===== src/rtl/mux_pkg.sv =====
// Shared definitions for the registered round-robin / fixed-select word multiplexer.
package mux_pkg;

    localparam logic MODE_FIXED = 1'b0;
    localparam logic MODE_RR    = 1'b1;

    typedef enum logic {
        IDLE   = 1'b0,
        LOCKED = 1'b1
    } arb_state_t;

endpackage


===== src/rtl/rr_pick.sv =====
// Rotating-priority picker: first requesting channel scanning upward from ptr+1, wrapping.
module rr_pick #(
    parameter int NCH  = 8,
    parameter int SELW = $clog2(NCH)
) (
    input  logic [NCH-1:0]  req,
    input  logic [SELW-1:0] ptr,
    output logic [SELW-1:0] grant,
    output logic            any
);

    int idx;

    // Scan from lowest priority (ptr itself) to highest (ptr+1) so the last hit wins.
    always_comb begin
        grant = '0;
        any   = 1'b0;
        idx   = 0;
        for (int k = NCH; k >= 1; k--) begin
            idx = int'(ptr) + k;
            if (idx >= NCH) begin
                idx = idx - NCH;
            end
            if (req[SELW'(idx)]) begin
                grant = SELW'(idx);
                any   = 1'b1;
            end
        end
    end

endmodule


===== src/rtl/mux_arb_rr.sv =====
// N-channel registered word multiplexer with fixed or round-robin selection and
// burst-level grant locking; one output register stage with valid/ready.
module mux_arb_rr
    import mux_pkg::*;
#(
    parameter int WIDTH = 16,
    parameter int NCH   = 8,
    parameter int SELW  = $clog2(NCH)
) (
    input  logic                 clk,
    input  logic                 rst,
    input  logic                 mode,
    input  logic [SELW-1:0]      sel,
    input  logic [NCH*WIDTH-1:0] in_data,
    input  logic [NCH-1:0]       in_valid,
    input  logic [NCH-1:0]       in_last,
    output logic [NCH-1:0]       in_ready,
    output logic [WIDTH-1:0]     out_data,
    output logic [SELW-1:0]      out_ch,
    output logic                 out_last,
    output logic                 out_valid,
    input  logic                 out_ready
);

    arb_state_t      state, next_state;
    logic [SELW-1:0] rr_ptr;
    logic [SELW-1:0] lock_ch;
    logic [SELW-1:0] rr_grant;
    logic            rr_any;
    logic [SELW-1:0] grant;
    logic            grant_any;
    logic            grant_last;
    logic            load;
    logic            xfer;

    rr_pick #(
        .NCH  (NCH),
        .SELW (SELW)
    ) u_rr_pick (
        .req   (in_valid),
        .ptr   (rr_ptr),
        .grant (rr_grant),
        .any   (rr_any)
    );

    assign load = !out_valid || out_ready;

    // NOTE: every signal written here gets a default first, so no latch is inferred.
    always_comb begin
        grant      = lock_ch;
        grant_any  = 1'b0;
        grant_last = 1'b0;
        xfer       = 1'b0;
        in_ready   = '0;
        next_state = state;

        if (state == LOCKED) begin
            grant     = lock_ch;
            grant_any = in_valid[lock_ch];
        end else begin
            case (mode)
                MODE_RR: begin
                    grant     = rr_grant;
                    grant_any = rr_any;
                end
                MODE_FIXED: begin
                    grant     = sel;
                    grant_any = (int'(sel) < NCH) && in_valid[sel];
                end
                default: ;
            endcase
        end

        xfer = load && grant_any;
        if (xfer) begin
            grant_last      = in_last[grant];
            in_ready[grant] = 1'b1;
            next_state      = grant_last ? IDLE : LOCKED;
        end
    end

    // NOTE: sequential state uses non-blocking assignments so every register sees pre-edge values.
    always_ff @(posedge clk or posedge rst) begin
        if (rst) begin
            state   <= IDLE;
            lock_ch <= '0;
            rr_ptr  <= SELW'(NCH - 1);
        end else begin
            state <= next_state;
            if (xfer) begin
                if (grant_last) begin
                    rr_ptr <= grant;
                end else begin
                    lock_ch <= grant;
                end
            end
        end
    end

    // The whole output register is reset, data included, because its reset value is visible.
    always_ff @(posedge clk or posedge rst) begin
        if (rst) begin
            out_data  <= '0;
            out_ch    <= '0;
            out_last  <= 1'b0;
            out_valid <= 1'b0;
        end else if (xfer) begin
            out_data  <= in_data[grant*WIDTH +: WIDTH];
            out_ch    <= grant;
            out_last  <= grant_last;
            out_valid <= 1'b1;
        end else if (out_ready) begin
            out_valid <= 1'b0;
        end
    end

endmodule


===== config.mk =====
export PLATFORM = sky130hd
export DESIGN_NAME = mux_arb_rr
export DESIGN_NICKNAME = d
export VERILOG_FILES = /design/src/rtl/mux_pkg.sv /design/src/rtl/rr_pick.sv /design/src/rtl/mux_arb_rr.sv
export SDC_FILE = /design/constraint.sdc
export NUM_CORES = 1
export LEC_CHECK = 0
export CAP_MARGIN = 30
export CORE_ASPECT_RATIO = 1.75
export CORE_MARGIN = 3
export CORE_UTILIZATION = 43
export DETAILED_ROUTE_END_ITERATION = 7
export HOLD_SLACK_MARGIN = 0.15
export PLACE_DENSITY = 0.85
export SKIP_LAST_GASP = 1
export SLEW_MARGIN = 40
export SYNTH_ARGS = -nofsm -noshare
export SYNTH_HDL_FRONTEND = slang
export SYNTH_SLANG_ARGS = --single-unit

===== constraint.sdc =====
create_clock -name clk -period 14.2 [get_ports clk]
set_input_delay 3.55 -clock clk [delete_from_list [all_inputs] [get_ports clk]]
set_output_delay 3.55 -clock clk [all_outputs]
set_load 0.02 [all_outputs]

==> flow_summary.yaml <==
outcome:
  status: "finished clean"
yosys:
  synth_top_cell_by_area: "mux4_2"
  yosysMostFrequentCell: "mux4_2"
  synth_cells: 293
  ys_ff_latch: 28
  ys.flop_type: "dfrtp_1"
  synth_edf_count: 0
  synth_top_area_share_pct: 31.4
  synth_common_cells: "mux4_2, nand2_1, dfrtp_1"
  synth_seq_area_share_pct: 21.4
  yosysWarnings: 0
  synth_async_sr_flop_share_pct: 100
  synthTopCellsByArea: "mux4_2, dfrtp_1, mux2i_1"
  synth.cell_area_um2: 3300
  syn_nets: 446
  syn_area_per_cell_um2: 11.3
  ys_types: 62
place:
  gp_congestion: 0.994
  hpwl_mm: 11.4
  place_inst: 535
  post-place-ws_ns: 3.17
  port-buffer-count: 179
cts:
  clock_sinks: 28
  clock_latency_ns: 0.26
  cts_tree: "built"
  cts_buffers: 3
  cts_max_level: 1
  path_clk_slew_ns: 0.06
  cts_root_buf: "clkbuf_16"
  hold_buffers: 0
  clockBufferDepth: 2
  cts_resized: 0
  cts_setup_buffers: 0
power:
  powerDensity_nw_per_um2: 236
  power_frac_comb_pct: 78.2
  max-vdd-ir-drop_mv: 0.105
  intPower_uw: 660
  power.leakage_uw: 0.00195
  p_switching_uw: 562
  p_sw_share_pct: 46.0
  power_frac_clock_pct: 6.6
  seqPwrFrac_pct: 15.2
route:
  wl_met3_um: 936
  antenna_left: 0
  num_vias: 3426
  avgRoutedWirePerCell_um: 24.9
  drcViolationCount: 0
  wl_met2_mm: 7.35
  drtIter0Drc: 236
  dr.max_layer_used: "met4"
  wl_met1_mm: 4.31
  drt_wl_total_mm: 13.4
  first_pass_iters: 4
  viasPerCell: 6.36
floorplan:
  die_area_um2: 8800
  io_pins: 180
  initial_core_util_pct: 44.9
  row_count: 41
  coreArea_um2: 7340
  die_x_um: 72.2
  die_h_um: 122
sta:
  fin_crit_sh_pct: 77.6
  period_minus_slack_ns: 11.02
  rsz0062_at_grt: "no"
  fmax_ghz: 0.0907
  worstMarginPinSlew_ns: 0.733
  hold_viol_final: 0
  maxSlewViolCount: 0
  fin_ws_ns: 3.18
  slew_headroom_pct: 51.1
  setup_viol: 0
  final.setup.tns_ns: 0
  fin_skew_ns: 0.00270
cells_and_area:
  seq_area_um2: 704
  multi_input_area_um2: 2410
  n_antenna_cell: 0
  fin_cells: 539
  fillers: 533
  syn_to_final_growth_pct: 56.9
  final_nets: 607
  drive_gt1_share_pct: 16.1
job:
  drv_cap: 0
global_route:
  antenna_found_initial: 0
  first_global_vias: 3855
  grt_overflow: 0
  grt_usage_pct: 30.9
  grt_max_degree: 48
  grt_pass1_wl_mm: 20.4
hold_path:
  holdCritStartpoint: "out_last"
  hp-class: "reg -> reg"
  min_path_cells: 1
  whs_endpoint: "out_last"
setup_path:
  cp_max_fo: 36
  worstRegToRegCells: 13
  cp-start-kind: "input pin"
  crit_required_ns: 10.65
  reg2reg_to: "rr_ptr[2]"
  crit_path_end_kind: "output pin"
  rr_startpoint: "rr_ptr[0]"
  worstPathArrival_ns: 7.47
  rrSetupSlack_ns: 9.03
  critPathKind: "in -> out"
==> per-layer routing <==
metal	vias to the layer above	global-route usage (%)
met5	-	0
met4	0	19.5
met3	49	6.77
met2	213	56.2
met1	1662	30.6
li1	1502	-
==> how the worst max path moves through the flow <==
stage	startpoint	endpoint	slack, ns	depth (start not counted)
after floorplan	in_valid[0]	in_ready[2]	4.59	11
after global placement	in_valid[0]	in_ready[2]	3.27	11
after detailed placement	in_valid[0]	in_ready[2]	3.17	11
after CTS	in_valid[0]	in_ready[2]	3.17	11
after global routing	in_valid[0]	in_ready[2]	2.89	11
final	in_valid[0]	in_ready[2]	3.18	11
==> metrics by stage <==
stage / util [%] / hold slack, ns / total power [uW] / instance area, um2
2_1_floorplan: - / 0.507 / 887 / 3300
3_3_place_gp: 69.0 / 0.462 / 1120 / 5060
3_5_place_dp: 69.1 / 0.480 / 1140 / 5070
4_1_cts: 70.5 / 0.497 / 1220 / 5170
5_1_grt: 70.5 / 0.516 / 1290 / 5170
6_report: 70.5 / 0.497 / 1220 / 5170
==> logic make-up (layout without fill, tap and decap cells) <==
family,after synthesis,after routing,synth area share (%)
and+or+nand+nor,81,81,12.5
buffers and inverters,36,196,6.11
adders and majority gates,2,2,0.759
xor gates and xnor gates,4,4,1.29
DFF,28,28,21.4
AOI/OAI and AO/OA,68,68,17.3
muxes,74,74,40.7
==> worst max-delay path, stage by stage <==
cell and delay (ns):
clkdlybuf4s50_1 0.61, mux4_2 0.62, mux2i_1 0.33, and2_1 0.23, nand2_1 0.06, a21oi_1 0.21, o311a_2 0.19, buf_4 0.51
nand2_1 0.26, nor3b_1 0.24, clkdlybuf4s50_1 0.64
==> final cells by class <==
type	instances	area share (%)
Sequential cell	28	13.6
Clock inverter	1	0.581
Timing Repair Buffer	181	34.9
Tap cell	86	2.08
Multi-Input combinational cell	229	46.5
Clock buffer	3	1.45
Inverter	11	0.798
==> placed cells by master, fill, tap and decap left out, types with 4 or more instances in the layout <==
| cell | netlist | final |
|---|---|---|
| mux2_2 | 4 | 4 |
| nor2b_1 | 19 | 19 |
| nor2_1 | 15 | 15 |
| mux4_2 | 46 | 46 |
| mux2i_1 | 20 | 20 |
| a221o_1 | 17 | 17 |
| o21ai_0 | 4 | 4 |
| nand2_1 | 26 | 26 |
| clkdlybuf4s50_1 | 0 | 179 |
| inv_1 | 9 | 8 |
| dfrtp_1 | 25 | 25 |
| a21oi_1 | 7 | 7 |
==> state kept, by name, summed over array words and instances (netlist names) <==
name,count
out_valid,1
rr_ptr,3
out_ch,3
state,1
out_last,1
out_data,16
lock_ch,3
==> power by group through the flow <==
stage               Combinational (uW)  Clock, uW  Sequential (uW)
floorplan                          705          0              182
global placement                   936          0              185
detailed placement                 952          0              185
CTS                                957       81.8              185
global route                      1010       85.7              192
finish                             956       81.0              186
(Power assumes the default switching activity.)
